File: config.mk
export PLATFORM = sky130hd
export DESIGN_NAME = cgra0_conf_loader
export DESIGN_NICKNAME = d
export VERILOG_FILES = /design/src/rtl/cgra0_conf_loader.sv
export SDC_FILE = /design/constraint.sdc
export NUM_CORES = 1
export LEC_CHECK = 0
export ABC_AREA = 1
export ABC_CLOCK_PERIOD_IN_PS = 3400
export CORE_UTILIZATION = 40
export CTS_BUF_LIST = sky130_fd_sc_hd__clkbuf_4 sky130_fd_sc_hd__clkbuf_8
export CTS_CLUSTER_SIZE = 16
export DETAILED_ROUTE_END_ITERATION = 8
export GPL_TIMING_DRIVEN = 0
export HOLD_SLACK_MARGIN = 0.08
export PLACE_DENSITY = 0.79
export SKIP_CTS_REPAIR_TIMING = 1
export SLEW_MARGIN = 0
export SYNTH_ARGS = -nofsm -noshare
export SYNTH_HDL_FRONTEND = slang
export SYNTH_SLANG_ARGS = --single-unit
File: constraint.sdc
create_clock -name clk -period 3.4 [get_ports clk]
set_input_delay 0.34 -clock clk [delete_from_list [all_inputs] [get_ports clk]]
set_output_delay 0.34 -clock clk [all_outputs]
set_load 0.01 [all_outputs]
File: src/rtl/cgra0_conf_loader.sv
// cgra0_conf_loader
// Drains a valid/ready stream of configuration words onto the array's
// configuration bus. It pulses done only after the bus pipeline has flushed.
// Optional feature macro: CONF_LOADER_TIMEOUT_EN. When it is defined, a stall
// timeout in LOAD sets a sticky error and abandons the load.
//
// Handshake: a word transfers in any cycle where s_valid & s_ready is high.
// s_ready is a pure function of state (high only in LOAD). The source may
// raise or drop s_valid at any time. A word that is not accepted is never
// forwarded.
module cgra0_conf_loader #(
  parameter int CONF_WIDTH   = 64,
  parameter int CNT_WIDTH    = 16,
  parameter int FLUSH_CYCLES = 6
`ifdef CONF_LOADER_TIMEOUT_EN
  ,
  parameter int TIMEOUT      = 255
`endif
) (
  input  logic                  clk,
  input  logic                  rst,
  input  logic                  start,
  input  logic [CNT_WIDTH-1:0]  num_words,
  input  logic                  s_valid,
  output logic                  s_ready,
  input  logic [CONF_WIDTH-1:0] s_data,
  output logic [CONF_WIDTH-1:0] conf_bus_out,
  output logic                  busy,
  output logic                  done,
  output logic                  error,
  output logic [1:0]            dbg_state
);

  typedef enum logic [1:0] {
    S_IDLE  = 2'd0,
    S_LOAD  = 2'd1,
    S_FLUSH = 2'd2,
    S_DONE  = 2'd3
  } state_t;

  localparam int FW = $clog2(FLUSH_CYCLES + 1);
  localparam logic [FW-1:0] FLUSH_INIT = FW'(FLUSH_CYCLES);

  state_t                  state_q, state_d;
  logic [CNT_WIDTH-1:0]    word_cnt_q, word_cnt_d;
  logic [FW-1:0]           flush_cnt_q, flush_cnt_d;
  logic [CONF_WIDTH-1:0]   conf_q, conf_d;
  logic                    hs;

`ifdef CONF_LOADER_TIMEOUT_EN
  localparam int SW = $clog2(TIMEOUT + 1);
  localparam logic [SW-1:0] STALL_LIMIT = SW'(TIMEOUT);

  logic [SW-1:0]           stall_q, stall_d;
  logic                    error_q, error_d;
`endif

  assign hs = (state_q == S_LOAD) && s_valid;

  // Next-state, counter and bus-word computation.
  always_comb begin
    state_d     = state_q;
    word_cnt_d  = word_cnt_q;
    flush_cnt_d = flush_cnt_q;
    conf_d      = '0;
`ifdef CONF_LOADER_TIMEOUT_EN
    stall_d     = '0;
    error_d     = error_q;
`endif
    case (state_q)
      S_IDLE: begin
        if (start) begin
`ifdef CONF_LOADER_TIMEOUT_EN
          error_d = 1'b0;
`endif
          if (num_words != '0) begin
            state_d    = S_LOAD;
            word_cnt_d = num_words;
          end else begin
            // An empty job still waits out the pipeline before done.
            state_d     = S_FLUSH;
            flush_cnt_d = FLUSH_INIT;
          end
        end
      end
      S_LOAD: begin
        if (hs) begin
          conf_d     = s_data;
          word_cnt_d = word_cnt_q - 1'b1;
          if (word_cnt_q == CNT_WIDTH'(1)) begin
            state_d     = S_FLUSH;
            flush_cnt_d = FLUSH_INIT;
          end
        end
`ifdef CONF_LOADER_TIMEOUT_EN
        else begin
          stall_d = stall_q + 1'b1;
          if (stall_d == STALL_LIMIT) begin
            // Abandon the load: no flush and no done.
            state_d = S_IDLE;
            error_d = 1'b1;
            stall_d = '0;
          end
        end
`endif
      end
      S_FLUSH: begin
        flush_cnt_d = flush_cnt_q - 1'b1;
        if (flush_cnt_q == FW'(1)) begin
          state_d = S_DONE;
        end
      end
      S_DONE: begin
        state_d = S_IDLE;
      end
      default: begin
        state_d = S_IDLE;
      end
    endcase
  end

  // State and datapath registers with asynchronous reset.
  always_ff @(posedge clk or posedge rst) begin
    if (rst) begin
      state_q     <= S_IDLE;
      word_cnt_q  <= '0;
      flush_cnt_q <= '0;
      conf_q      <= '0;
`ifdef CONF_LOADER_TIMEOUT_EN
      stall_q     <= '0;
      error_q     <= 1'b0;
`endif
    end else begin
      state_q     <= state_d;
      word_cnt_q  <= word_cnt_d;
      flush_cnt_q <= flush_cnt_d;
      conf_q      <= conf_d;
`ifdef CONF_LOADER_TIMEOUT_EN
      stall_q     <= stall_d;
      error_q     <= error_d;
`endif
    end
  end

  assign s_ready      = (state_q == S_LOAD);
  assign busy         = (state_q != S_IDLE);
  assign done         = (state_q == S_DONE);
  assign conf_bus_out = conf_q;
  assign dbg_state    = state_q;
`ifdef CONF_LOADER_TIMEOUT_EN
  assign error        = error_q;
`else
  assign error        = 1'b0;
`endif

endmodule

# Word-level counts from Yosys, hierarchy flattened
# Index checks and enable logic that the tools add are counted.
# totals
word_cells,43
out_inout_bits,70
regBits,85
in_bits,84
# classes
n_addsub,2
n_mux,17
n_reduce_logical,9
eq_ne,11
# op_table
cell,n
64-bit two-way mux,2
16-bit two-way mux,3
16-bit one-hot mux with 2 select lines,1
16-bit by 1-bit == test with 1-bit output (second input constant),1
16-bit nonzero test,1
16-bit by 1-bit subtractor with 16-bit output (second input constant),1
3-bit two-way mux,4
2-bit two-way mux,5
3-bit one-hot mux with 3 select lines,1
2-bit != test (second input constant),4
2-bit one-hot mux with 4 select lines,1
4-bit AND reduction,2
5-bit AND reduction,1
2-bit == test (second input constant),2
2-bit by 1-bit != test with 1-bit output (second input constant),2
2-bit nonzero test,2
3-bit by 1-bit == test with 1-bit output (second input constant),1
3-bit nonzero test,1
3-bit by 1-bit subtractor with 3-bit output (second input constant),1
2-bit by 1-bit == test with 1-bit output (second input constant),1
2-bit zero test,1
1-bit logical AND,1

# Logic depth before layout (Yosys ltp)
# Gate-level depths: netlist of run 1.
# depth
depth_word,4
depth_mapped,11
mapped_depth_nobuf,10

# Worst setup path after synthesis of run 1
# No wires, ideal clock.
# synth_timing
path_kind,reg-to-reg
start,"reg state_q[1], in the netlist dbg_state[1]"
end,reg word_cnt_q[2]
path_stages_with_launch,11
period_less_slack_ns,1.740
required_ns,3.277
setup_ns,0.123
path_slack_ns,1.660
arrival_time_ns,1.617
path_buffers,2
cell_sequence,dfrtp_1 > inv_1 > ha_1 > buf_4 > inv_4 > o22ai_4 > nor2_4 > nand2_4 > buf_4 > o21ai_0 > nand2_1
# synth_between
elab_chain_cells,4
word_cells_on_any_way,9
classes_between,4 x eq/ne; 1 x mux; 4 x reduce/logical
# synth_lines
element,line_no,text
start: declaration,44,"state_t state_q, state_d;"
start signal: assignment,134,state_q <= state_d;
2-bit by 1-bit == test with 1-bit output (*),-,
via s_ready,25,"output logic s_ready,"
1-bit logical AND,58,assign hs = (state_q == S_LOAD) && s_valid;
2-bit by 1-bit != test with 1-bit output (no source line),-,
4-bit AND reduction (no source line),-,
end signal: assignment,135,word_cnt_q <= word_cnt_d;
end: declaration,45,"logic [CNT_WIDTH-1:0] word_cnt_q, word_cnt_d;"
# Mark *: on every way through the listed nets, which the timed path passes. The rest lies on a longest branch.
# A chain may end at the register's enable or synchronous reset.

# Final worst setup path of run 1
# layout_timing
start,"reg state_q[1], in the netlist dbg_state[1]"
end,out busy
# layout_between
elab_chain_cells,1
# layout_lines
element,line_no,text
2-bit nonzero test,146,assign busy = (state_q != S_IDLE);
end: declaration,28,"output logic busy,"
# Every way passes these cells.

==> key figures, run 1 <==
Outcome
  • Status: finished clean

Cells and area
  • Antenna diodes: 0
  • Layout Cells excl Fill: 766
  • Final nets: 725
  • Post-route cell area: 0.005725 sq mm
  • Commonest non-fill, non-tap cell in the layout: clkdlybuf4s50_1
  • Share of cells above drive strength 1: 6.436%
  • Most frequent cells in the layout: clkdlybuf4s50_1, nor2_1, nand2_1, inv_1, dfrtp_1
  • Area delta synth->final: 49.64%

Setup path
  • R2r setup slk: 1.52 ns
  • CP Max Fanout: 5
  • Startpoint types: flop
  • Critical Path Sink: busy
  • Worst EP arrival: 1.81 ns
  • Crit path from: dbg_state[1]$_DFFE_PP0P_
  • Worst Reg-to-Reg Cells: 6
  • Reg-to-reg endpoint: conf_bus_out[55]$_DFF_PP0_
  • Endpoint type of the worst setup path: output port
  • R2R Path Start: dbg_state[1]$_DFFE_PP0P_
  • CP Class: flop to output port
  • Required @ worst endpoint: 3.06 ns

Yosys
  • Area leader, netlist: dfrtp_1
  • Synthesis Warnings: 0
  • Mapped cell area: 0.003826 sq mm
  • Synthesized Nets: 561
  • Synth top area share: 55.59%
  • Register bit total from synthesis: 85
  • Number of enable flip-flop cells after synthesis: 0
  • Sequential area share after synthesis: 55.59%
  • Area contributors post-synth: dfrtp_1, nor2_1, nand2_1
  • Async S/R FF share, synth: 100.0%
  • Syn Inst Count: 468
  • Syn_area_per_cell: 8.176 sq um
  • Predominant post-synthesis flop cell: dfrtp_1
  • Netlist cell types: 25

Floorplan
  • Die ar.: 0.009960 sq mm
  • Die Wd: 99.80 um
  • Placeable Area: 0.009240 sq mm
  • Row Count: 35
  • Initial core utilization: 41.41%
  • Die H: 99.80 um
  • # IOs: 154

Clock network
  • Clk slew on worst S/H paths: 0.10 ns
  • TritonCTS clock tree: yes
  • Maximum buffer depth of the clock tree: 2
  • CTS sink cnt: 85
  • Clk_lat worst skew: 0.35 ns
  • Number of CTS-inserted buffers: 9
  • Root Buffer: clkbuf_8
  • H-tree depth: 3

Hold path
  • HP Class: primary input to async pin

Flow run
  • Max-cap viol count: 0

Timing
  • RSZ-0062 raised after global routing: false
  • # setup viols final: 0
  • Post-route minimum period: 2.151 ns
  • Worst-Margin Slew: 0.5173 ns
  • Relative slew slack: 65.51%
  • Tcrit/Tclk final: 63.27%
  • Slack of the critical path: 1.249 ns
  • Clock skew: 0.01273 ns
  • Final Hold Fails: 0
  • Fmax: 464.9 MHz
  • Max Slew Vio Count: 0

Detailed routing
  • Routed Wire Length: 10.24 mm
  • Vias per cell: 4.474
  • DRT Pass-1 Iters: 4
  • Top Metal Used: met4
  • Iter 0 DRT Violations: 158
  • Met1 wire length: 3.727 mm
  • Drt drc: 0
  • Met2 wire length: 5.039 mm
  • Routed WL per cell: 13.37 um
  • ANT nets after route: 0
  • Vias after detailed routing: 3427
  • Met3 wire len: 1.255 mm

Power and ir drop
  • Pwr/cell area: 674.6 mW/mm^2
  • VDD IR max: 0.0003521 V
  • Leak Pwr: 2.916 nW

GRT
  • Initial antenna violation count: 0
  • Vias in the first global route: 3676
  • Largest net degree at the start of global routing: 55
  • Gr ovfl total: 0
  • GRT Overall Usage: 21.90%
  • First-pass GRT wire length: 16.78 mm

Placement
  • Dpl cell area: 0.005539 sq mm
  • Post-place setup slack: 1.364 ns
  • HPWL Detailed: 7.900 mm
  • Port Buffers: 152
  • Final GP Congestion: 0.8308
  • DP Cell Count: 750
[worst min-delay path by stage]
stage | from | to | slack [ns] | depth (start not counted)
after floorplan | flush_cnt_q[1]$_DFFE_PP0P_ | flush_cnt_q[1]$_DFFE_PP0P_ | 0.44 | 2
after global placement | flush_cnt_q[1]$_DFFE_PP0P_ | flush_cnt_q[1]$_DFFE_PP0P_ | 0.45 | 2
after detailed placement | flush_cnt_q[1]$_DFFE_PP0P_ | flush_cnt_q[1]$_DFFE_PP0P_ | 0.47 | 2
after CTS | rst | conf_bus_out[15]$_DFF_PP0_ | 0.33 | 2
after global routing | rst | conf_bus_out[15]$_DFF_PP0_ | 0.37 | 2
final | rst | conf_bus_out[15]$_DFF_PP0_ | 0.33 | 2
[logic make-up (layout without fill, tap and decap cells)]
kind of cell | count (synthesis) | after routing | share of synthesized area [%]
simple gates | 249 | 249 | 26.68
buf+inv | 102 | 271 | 10.63
flops | 85 | 85 | 55.59
compound gates | 21 | 21 | 3.826
fa+ha+maj | 9 | 9 | 2.943
other cells | 1 | 1 | 0.09801
xor+xnor | 1 | 1 | 0.2289
[critical path, cell delays in order (launching register included)]
cell,delay [ns]
dfrtp_1,0.44
inv_1,0.11
ha_1,0.24
inv_2,0.11
clkdlybuf4s50_1,0.55
[state kept, by name (all words and copies together) (netlist names)]
name,flops
conf_bus_out,64
flush_cnt_q,3
dbg_state,2
word_cnt_q,16
[final cells by class]
cell class,count,area (sq um)
clock inverters,6,55.05
flip-flops and latches,85,2127
well taps,129,161.4
repair buffers,153,1549
plain buffers,13,67.56
fillers,758,3515
clock buffers,10,131.4
multi-input cells,281,1292
inverters,89,341.6
[per-layer routing]
metal,vias to the layer above,track usage [%]
met5,-,0
met4,0,9.615
met3,19,11.49
met2,129,36.50
met1,1579,23.07
li1,1700,-
[synth_stat cells, types with 2 or more instances]
| cell | n |
|---|---|
| nand2_1 | 101 |
| clkbuf_1 | 9 |
| a21oi_1 | 2 |
| nor2_1 | 110 |
| nor2_4 | 2 |
| o21ai_0 | 11 |
| nand3_1 | 25 |
| o21ai_2 | 6 |
| buf_4 | 3 |
| nand4_1 | 2 |
| nand3b_1 | 3 |
| inv_1 | 86 |
| ha_1 | 9 |
| or2_2 | 2 |
| dfrtp_1 | 85 |
| nor2_2 | 2 |
| inv_4 | 2 |
[where the power goes]
group / switching [mW] / total (mW) / internal, mW
sequential: 0.162 / 1.41 / 1.25
clock: 0.396 / 0.684 / 0.288
combinational: 1.02 / 1.77 / 0.748
[stage by stage]
step                setup TNS, ns  util (%)  power [mW]  hold WS, ns
global route                    0     61.96       4.177       0.3660
finish                          0     61.96       3.862       0.3345
CTS                             0     61.96       3.890       0.3337
detailed placement              0     59.95       3.194       0.4701
global placement           -36.34     59.62       3.121       0.4550
floorplan                       0         -       2.505       0.4419
(Power assumes the default switching activity.)
==> inputs of run 2 (changes only) <==
--- a/config.mk
+++ b/config.mk
@@ -6,14 +6,14 @@
 export NUM_CORES = 1
 export LEC_CHECK = 0
 export ABC_AREA = 1
-export ABC_CLOCK_PERIOD_IN_PS = 3400
+export ABC_CLOCK_PERIOD_IN_PS = 1720
 export CORE_UTILIZATION = 40
 export CTS_BUF_LIST = sky130_fd_sc_hd__clkbuf_4 sky130_fd_sc_hd__clkbuf_8
 export CTS_CLUSTER_SIZE = 16
 export DETAILED_ROUTE_END_ITERATION = 8
 export GPL_TIMING_DRIVEN = 0
 export HOLD_SLACK_MARGIN = 0.08
-export PLACE_DENSITY = 0.79
+export PLACE_DENSITY = 0.82
 export SKIP_CTS_REPAIR_TIMING = 1
 export SLEW_MARGIN = 0
 export SYNTH_ARGS = -nofsm -noshare
==> constraint.sdc (replaced) <==
create_clock -name clk -period 1.72 [get_ports clk]
set_input_delay 0.172 -clock clk [delete_from_list [all_inputs] [get_ports clk]]
set_output_delay 0.172 -clock clk [all_outputs]
set_load 0.01 [all_outputs]
==> run 2 against run 1 <==
Against the previous run: critical path depth is 7 higher; die area stayed put; first-iteration DRC count shrank 11%; combinational power grew 120%; worst setup slack lost 1.2 ns; total power up 110%; global-route usage up 0.34 points; clock-buffer cell count down 1; largest cell class unchanged; highest routed layer unchanged.
==> key figures, run 2 (synthesis results as in run 1) <==
Power and ir drop
  • Post-layout power: 8.099 mW (was 3.862 mW)
  • Comb pwr share: 48.4% (was 45.9%)
  • Sw Share: 41.11% (was 40.93%)
  • Sequential Power Share: 34.6% (was 36.4%)
  • VDD IR max: 0.0006347 V (was 0.0003521 V)
  • Pwr/cell area: 1376 mW/mm^2 (was 674.6 mW/mm^2)
  • Clk pwr share: 17.0% (was 17.7%)
  • Switching power: 3.329 mW (was 1.581 mW)
  • Leak Pwr: 3.021 nW (was 2.916 nW)
  • Internal: 4.770 mW (was 2.281 mW)

Placement
  • HPWL Detailed: 7.899 mm (was 7.900 mm)
  • Final GP Congestion: 0.8794 (was 0.8308)
  • DP Cell Count: 751 (was 750)
  • Port Buffers: 152 (unchanged)
  • Post-place setup slack: -0.2037 ns (was 1.364 ns)
  • Dpl cell area: 0.005555 sq mm (was 0.005539 sq mm)

Timing
  • Max Slew Vio Count: 0 (unchanged)
  • Tcrit/Tclk final: 97.97%
  • RSZ-0062 raised after global routing: true (was false)
  • Final TNS setup: 0 ns (unchanged)
  • Fin Hold WS: 0.1957 ns (was 0.3345 ns)
  • Final Hold Fails: 0 (unchanged)
  • # setup viols final: 0 (unchanged)
  • Clock skew: 0.01270 ns (was 0.01273 ns)
  • Worst-Margin Slew: 0.5409 ns (was 0.5173 ns)
  • Slack of the critical path: 0.03491 ns (was 1.249 ns)
  • Relative slew slack: 63.86% (was 65.51%)
  • Post-route minimum period: 1.685 ns
  • Fmax: 593.4 MHz

Detailed routing
  • Drt drc: 0 (unchanged)
  • Vias per cell: 4.537 (was 4.474)
  • Met1 wire length: 3.944 mm (was 3.727 mm)
  • Met3 wire len: 1.166 mm (was 1.255 mm)
  • Routed WL per cell: 13.80 um (was 13.37 um)
  • Routed Wire Length: 10.68 mm (was 10.24 mm)
  • Iter 0 DRT Violations: 140 (was 158)
  • Top Metal Used: met4 (unchanged)
  • Vias after detailed routing: 3512 (was 3427)
  • Met2 wire length: 5.384 mm (was 5.039 mm)
  • ANT nets after route: 0 (unchanged)
  • DRT Pass-1 Iters: 4 (unchanged)

Setup path
  • Buf+Inv Stages, Crit Path: 5 (was 3)
  • Crit path from: dbg_state[1]$_DFFE_PP0P_ (unchanged)
  • Required @ worst endpoint: 1.96 ns (was 3.06 ns)
  • Worst EP arrival: 1.92 ns (was 1.81 ns)
  • R2R Path Start: dbg_state[1]$_DFFE_PP0P_ (unchanged)
  • Crit-path cells: inv_4, ha_4, buf_6, inv_6, o22ai_4, nor2_4, nand2_4, inv_6, buf_12, nand2_2, nand2_1 (was inv_1, ha_1, inv_2, clkdlybuf4s50_1)
  • Critical-path top delay cell: dfrtp_2 (was clkdlybuf4s50_1)
  • CP Class: flop to flop (was flop to output port)
  • Endpoint type of the worst setup path: flop (was output port)
  • Cell repeated most along the worst path: inv_6
  • CP max stage delay: 0.44 ns (was 0.55 ns)
  • CP Max Fanout: 10 (was 5)
  • CP top delay family: buffers and inverters (unchanged)
  • Startpoint types: flop (unchanged)

Cells and area
  • Post-route cell area: 0.005886 sq mm (was 0.005725 sq mm)
  • Commonest non-fill, non-tap cell in the layout: clkdlybuf4s50_1 (unchanged)
  • Multi-input logic area: 0.001329 sq mm (was 0.001292 sq mm)
  • Core occupancy in the finished layout: 63.70% (was 61.96%)
  • Layout Cells excl Fill: 774 (was 766)
  • Most frequent cells in the layout: clkdlybuf4s50_1, nor2_1, nand2_1, dfrtp_1, inv_1 (was clkdlybuf4s50_1, nor2_1, nand2_1, inv_1, dfrtp_1)
  • Fillers: 723 (was 758)
  • Antenna diodes: 0 (unchanged)
  • Sequential Area: 0.002130 sq mm (was 0.002127 sq mm)
  • Area delta synth->final: 53.83% (was 49.64%)
  • Number of flip-flops in the largest register: 64 (unchanged)
  • Share of cells above drive strength 1: 10.39% (was 6.436%)
  • Final nets: 733 (was 725)

Clock network
  • Maximum buffer depth of the clock tree: 2 (unchanged)
  • Number of CTS-inserted buffers: 9 (unchanged)
  • Clk slew on worst S/H paths: 0.11 ns (was 0.10 ns)
  • TritonCTS clock tree: yes (unchanged)
  • Root Buffer: clkbuf_8 (unchanged)
  • Clk_lat worst skew: 0.36 ns (was 0.35 ns)
  • CTS sink cnt: 85 (unchanged)
  • H-tree depth: 3 (unchanged)

Hold path
  • HP Class: primary input to async pin (unchanged)

GRT
  • Largest net degree at the start of global routing: 39 (was 55)
  • Initial antenna violation count: 0 (unchanged)
  • GRT Overall Usage: 22.24% (was 21.90%)
  • Gr ovfl total: 0 (unchanged)
  • Vias in the first global route: 3618 (was 3676)
  • First-pass GRT wire length: 16.94 mm (was 16.78 mm)

Floorplan
  • Row Count: 35 (unchanged)
  • Die Wd: 99.80 um (unchanged)
  • Die ar.: 0.009960 sq mm (unchanged)
  • # IOs: 154 (unchanged)
  • Die H: 99.80 um (unchanged)
  • Placeable Area: 0.009240 sq mm (unchanged)
  • Initial core utilization: 41.41% (unchanged)

Outcome
  • Status: finished clean (unchanged)

Flow run
  • Max-cap viol count: 0 (unchanged)
run 2: cell types whose count changed in the layout (fill, tap and decap cells not counted), sizes merged:
| cell | delta |
|---|---|
| clkbuf | -1 |
| clkinvlp | +1 |
| dlymetal6s2s | +3 |
| clkdlybuf4s50 | -3 |
| clkinv | -1 |
| buf | +8 |
| inv | +1 |
run 2: final timing paths:
path | end | slack, ns | cells after the start
worst max-delay path | word_cnt_q[8]$_DFFE_PP0P_ | 0.03 | 11
worst min-delay path | conf_bus_out[16]$_DFF_PP0_ | 0.20 | 2
worst max register to register | word_cnt_q[8]$_DFFE_PP0P_ | 0.03 | 11
worst min register to register | flush_cnt_q[1]$_DFFE_PP0P_ | 0.48 | 2
max in group asynchronous | word_cnt_q[6]$_DFFE_PP0P_ | 0.96 | 3
min in group clk | conf_bus_out[60]$_DFF_PP0_ | 0.31 | 3
run 2: worst reg2reg max path, cell delays in order (launching register included):
cell	delay [ns]
dfrtp_2	0.44
inv_4	0.08
ha_4	0.13
buf_6	0.13
inv_6	0.05
o22ai_4	0.23
nor2_4	0.07
nand2_4	0.11
inv_6	0.06
buf_12	0.14
nand2_2	0.07
nand2_1	0.06
run 2: layer usage:
| layer | GRT usage, % | vias to the layer above |
|---|---|---|
| met5 | 0 | - |
| met2 | 38.04 | 137 |
| met3 | 11.28 | 21 |
| met4 | 7.692 | 0 |
| li1 | - | 1720 |
| met1 | 23.70 | 1634 |
run 2: layout make-up:
cell class	instances	area share, %
Sequential cell	85	36.18
Timing Repair Buffer	161	27.76
Multi-Input combinational cell	281	22.58
Inverter	89	5.952
Tap cell	129	2.742
Clock buffer	9	2.105
Buffer	13	1.594
Clock inverter	7	1.084
run 2: power by group through the flow:
stage	clock network, mW	logic [mW]	registers (mW)
after floorplan	0	2.08	2.87
after global placement	0	3.35	2.80
after detailed placement	0	3.50	2.82
after CTS	1.41	3.53	2.78
after global routing	1.49	4.34	2.85
final	1.38	3.92	2.80
==> inputs of run 3 (changes only) <==
--- a/config.mk
+++ b/config.mk
@@ -11,9 +11,10 @@
 export CTS_BUF_LIST = sky130_fd_sc_hd__clkbuf_4 sky130_fd_sc_hd__clkbuf_8
 export CTS_CLUSTER_SIZE = 16
 export DETAILED_ROUTE_END_ITERATION = 8
+export GPL_ROUTABILITY_DRIVEN = 0
 export GPL_TIMING_DRIVEN = 0
 export HOLD_SLACK_MARGIN = 0.08
-export PLACE_DENSITY = 0.82
+export PLACE_DENSITY = 0.89
 export SKIP_CTS_REPAIR_TIMING = 1
 export SLEW_MARGIN = 0
 export SYNTH_ARGS = -nofsm -noshare
==> run 3 against run 2 <==
Against the previous run: non-clock buffer count is the same; die area did not move; largest power group unchanged; register-to-register slack is essentially flat.
==> key figures, run 3 (synthesis results as in run 1) <==
Outcome
  • Status: finished clean (unchanged)

Timing
  • Max Slew Vio Count: 0 (unchanged)
  • Clock skew: 0.01007 ns (was 0.01270 ns)
  • Slack of the critical path: 0.03243 ns (was 0.03491 ns)
  • Tcrit/Tclk final: 98.11% (was 97.97%)
  • Post-route minimum period: 1.688 ns (was 1.685 ns)
  • Fin Hold WS: 0.1824 ns (was 0.1957 ns)
  • Final Hold Fails: 0 (unchanged)
  • RSZ-0062 raised after global routing: true (unchanged)
  • Fmax: 592.6 MHz (was 593.4 MHz)
  • # setup viols final: 0 (unchanged)

Cells and area
  • Fillers: 724 (was 723)
  • Antenna diodes: 0 (unchanged)
  • Share of cells above drive strength 1: 10.71% (was 10.39%)
  • Final nets: 733 (unchanged)
  • Number of flip-flops in the largest register: 64 (unchanged)
  • Most frequent cells in the layout: clkdlybuf4s50_1, nor2_1, nand2_1, inv_1, dfrtp_1 (was clkdlybuf4s50_1, nor2_1, nand2_1, dfrtp_1, inv_1)
  • Multi-input logic area: 0.001346 sq mm (was 0.001329 sq mm)
  • Area delta synth->final: 55.23% (was 53.83%)
  • Post-route cell area: 0.005939 sq mm (was 0.005886 sq mm)
  • Commonest non-fill, non-tap cell in the layout: clkdlybuf4s50_1 (unchanged)
  • Sequential Area: 0.002130 sq mm (unchanged)

GRT
  • GR Util met3: 11.07% (was 11.28%)
  • GR Util met2: 42.55% (was 38.04%)
  • Largest net degree at the start of global routing: 37 (was 39)
  • First-pass GRT wire length: 17.84 mm (was 16.94 mm)
  • GRT met1 Usage: 22.55% (was 23.70%)
  • GRT Overall Usage: 23.40% (was 22.24%)
  • Gr ovfl total: 0 (unchanged)
  • Vias in the first global route: 3891 (was 3618)
  • Initial antenna violation count: 0 (unchanged)
  • GR peak layer: met2 (unchanged)

Detailed routing
  • ANT nets after route: 0 (unchanged)
  • Vias after detailed routing: 3538 (was 3512)
  • Routed WL per cell: 14.26 um (was 13.80 um)
  • Vias per cell: 4.577 (was 4.537)
  • Iter 0 DRT Violations: 154 (was 140)
  • Drt drc: 0 (unchanged)
  • DRT Pass-1 Iters: 4 (unchanged)
  • Routed Wire Length: 11.02 mm (was 10.68 mm)

Floorplan
  • Row Count: 35 (unchanged)
  • # IOs: 154 (unchanged)
  • Initial core utilization: 41.41% (unchanged)
  • Die ar.: 0.009960 sq mm (unchanged)
  • Die H: 99.80 um (unchanged)
  • Die Wd: 99.80 um (unchanged)
  • Placeable Area: 0.009240 sq mm (unchanged)

Setup path
  • Startpoint types: flop (unchanged)
  • Critical-path top delay cell: dfrtp_2 (unchanged)
  • CP Class: flop to flop (unchanged)
  • R2R Path Start: dbg_state[1]$_DFFE_PP0P_ (unchanged)
  • Endpoint type of the worst setup path: flop (unchanged)
  • CP top delay family: flip-flops (was buffers and inverters)
  • Buf+Inv Stages, Crit Path: 5 (unchanged)
  • R2r setup slk: 0.03 ns (about the same)
  • Reg-to-reg endpoint: word_cnt_q[0]$_DFFE_PP0P_ (was word_cnt_q[8]$_DFFE_PP0P_)
  • Crit-path cells: inv_4, buf_4, ha_4, inv_2, o22ai_4, nor2_4, nand2_4, inv_6, buf_8, nand2_1, o21ai_2 (was inv_4, ha_4, buf_6, inv_6, o22ai_4, nor2_4, nand2_4, inv_6, buf_12, nand2_2, nand2_1)
  • Required @ worst endpoint: 1.97 ns (was 1.96 ns)
  • CP max stage delay: 0.47 ns (was 0.44 ns)
  • CP Max Fanout: 8 (was 10)
  • Worst Reg-to-Reg Cells: 11 (unchanged)
  • Worst EP arrival: 1.93 ns (was 1.92 ns)

Clock network
  • H-tree depth: 3 (unchanged)
  • Number of CTS-inserted buffers: 9 (unchanged)
  • TritonCTS clock tree: yes (unchanged)
  • Clk_lat worst skew: 0.35 ns (was 0.36 ns)
  • Root Buffer: clkbuf_8 (unchanged)
  • CTS sink cnt: 85 (unchanged)
  • Clk slew on worst S/H paths: 0.09 ns (was 0.11 ns)
  • Maximum buffer depth of the clock tree: 2 (unchanged)

Flow run
  • Max-cap viol count: 0 (unchanged)

Placement
  • Dpl cell area: 0.005555 sq mm (unchanged)
  • Post-place setup slack: -0.2413 ns (was -0.2037 ns)
  • HPWL Detailed: 8.411 mm (was 7.899 mm)
  • Port Buffers: 152 (unchanged)

Power and ir drop
  • Pwr/cell area: 1406 mW/mm^2 (was 1376 mW/mm^2)
  • VDD IR max: 0.0007157 V (was 0.0006347 V)
  • Leak Pwr: 3.040 nW (was 3.021 nW)

Hold path
  • HP Class: primary input to async pin (unchanged)
run 3: cell types whose count changed in the layout (fill, tap and decap cells not counted), sizes merged:
cell,previous run,this run
clkbuf,18,17
buf,13,14
inv,93,90
bufinv,0,2
run 3: report_power, final:
group          switching (mW)  internal, mW
logic                    2.18          1.77
clock network           0.759         0.826
registers               0.352          2.47
total                    3.29          5.07
run 3: metrics by stage:
stage                     util (%)  TNS (ns)  total power, mW  instances
after global routing         64.28   -0.3377            8.984        773
after CTS                    62.49    -13.14            7.941        766
after floorplan                  -         0            4.956        468
after global placement       59.69    -34.00            6.136        749
after detailed placement     60.12    -11.33            6.342        751
final                        64.28         0            8.353        773
run 3: final cells by class:
type                    count  share of cell area, %
multi-input cells         281                  22.67
clock inverters             6                  1.601
clock buffers               9                  2.086
flip-flops and latches     85                  35.85
well taps                 129                  2.718
inverters                  89                  5.898
repair buffers            161                  27.66
plain buffers              13                  1.517
run 3: routing by layer:
| layer | wire length, um | share of wire [%] |
|---|---|---|
| met5 | 0 | 0 |
| met4 | 326 | 3.0 |
| met3 | 1251 | 11 |
| met2 | 5645 | 51 |
| met1 | 3799 | 34 |
run 3: worst max-delay path by stage:
stage	startpoint	endpoint	cells past startpoint
3_5_place_dp	dbg_state[1]$_DFFE_PP0P_	conf_bus_out[34]$_DFF_PP0_	6
3_3_place_gp	rst	word_cnt_q[3]$_DFFE_PP0P_	2
6_report	dbg_state[1]$_DFFE_PP0P_	word_cnt_q[0]$_DFFE_PP0P_	11
4_1_cts	dbg_state[1]$_DFFE_PP0P_	conf_bus_out[4]$_DFF_PP0_	6
2_1_floorplan	dbg_state[1]$_DFFE_PP0P_	word_cnt_q[2]$_DFFE_PP0P_	10
5_1_grt	dbg_state[1]$_DFFE_PP0P_	word_cnt_q[2]$_DFFE_PP0P_	10
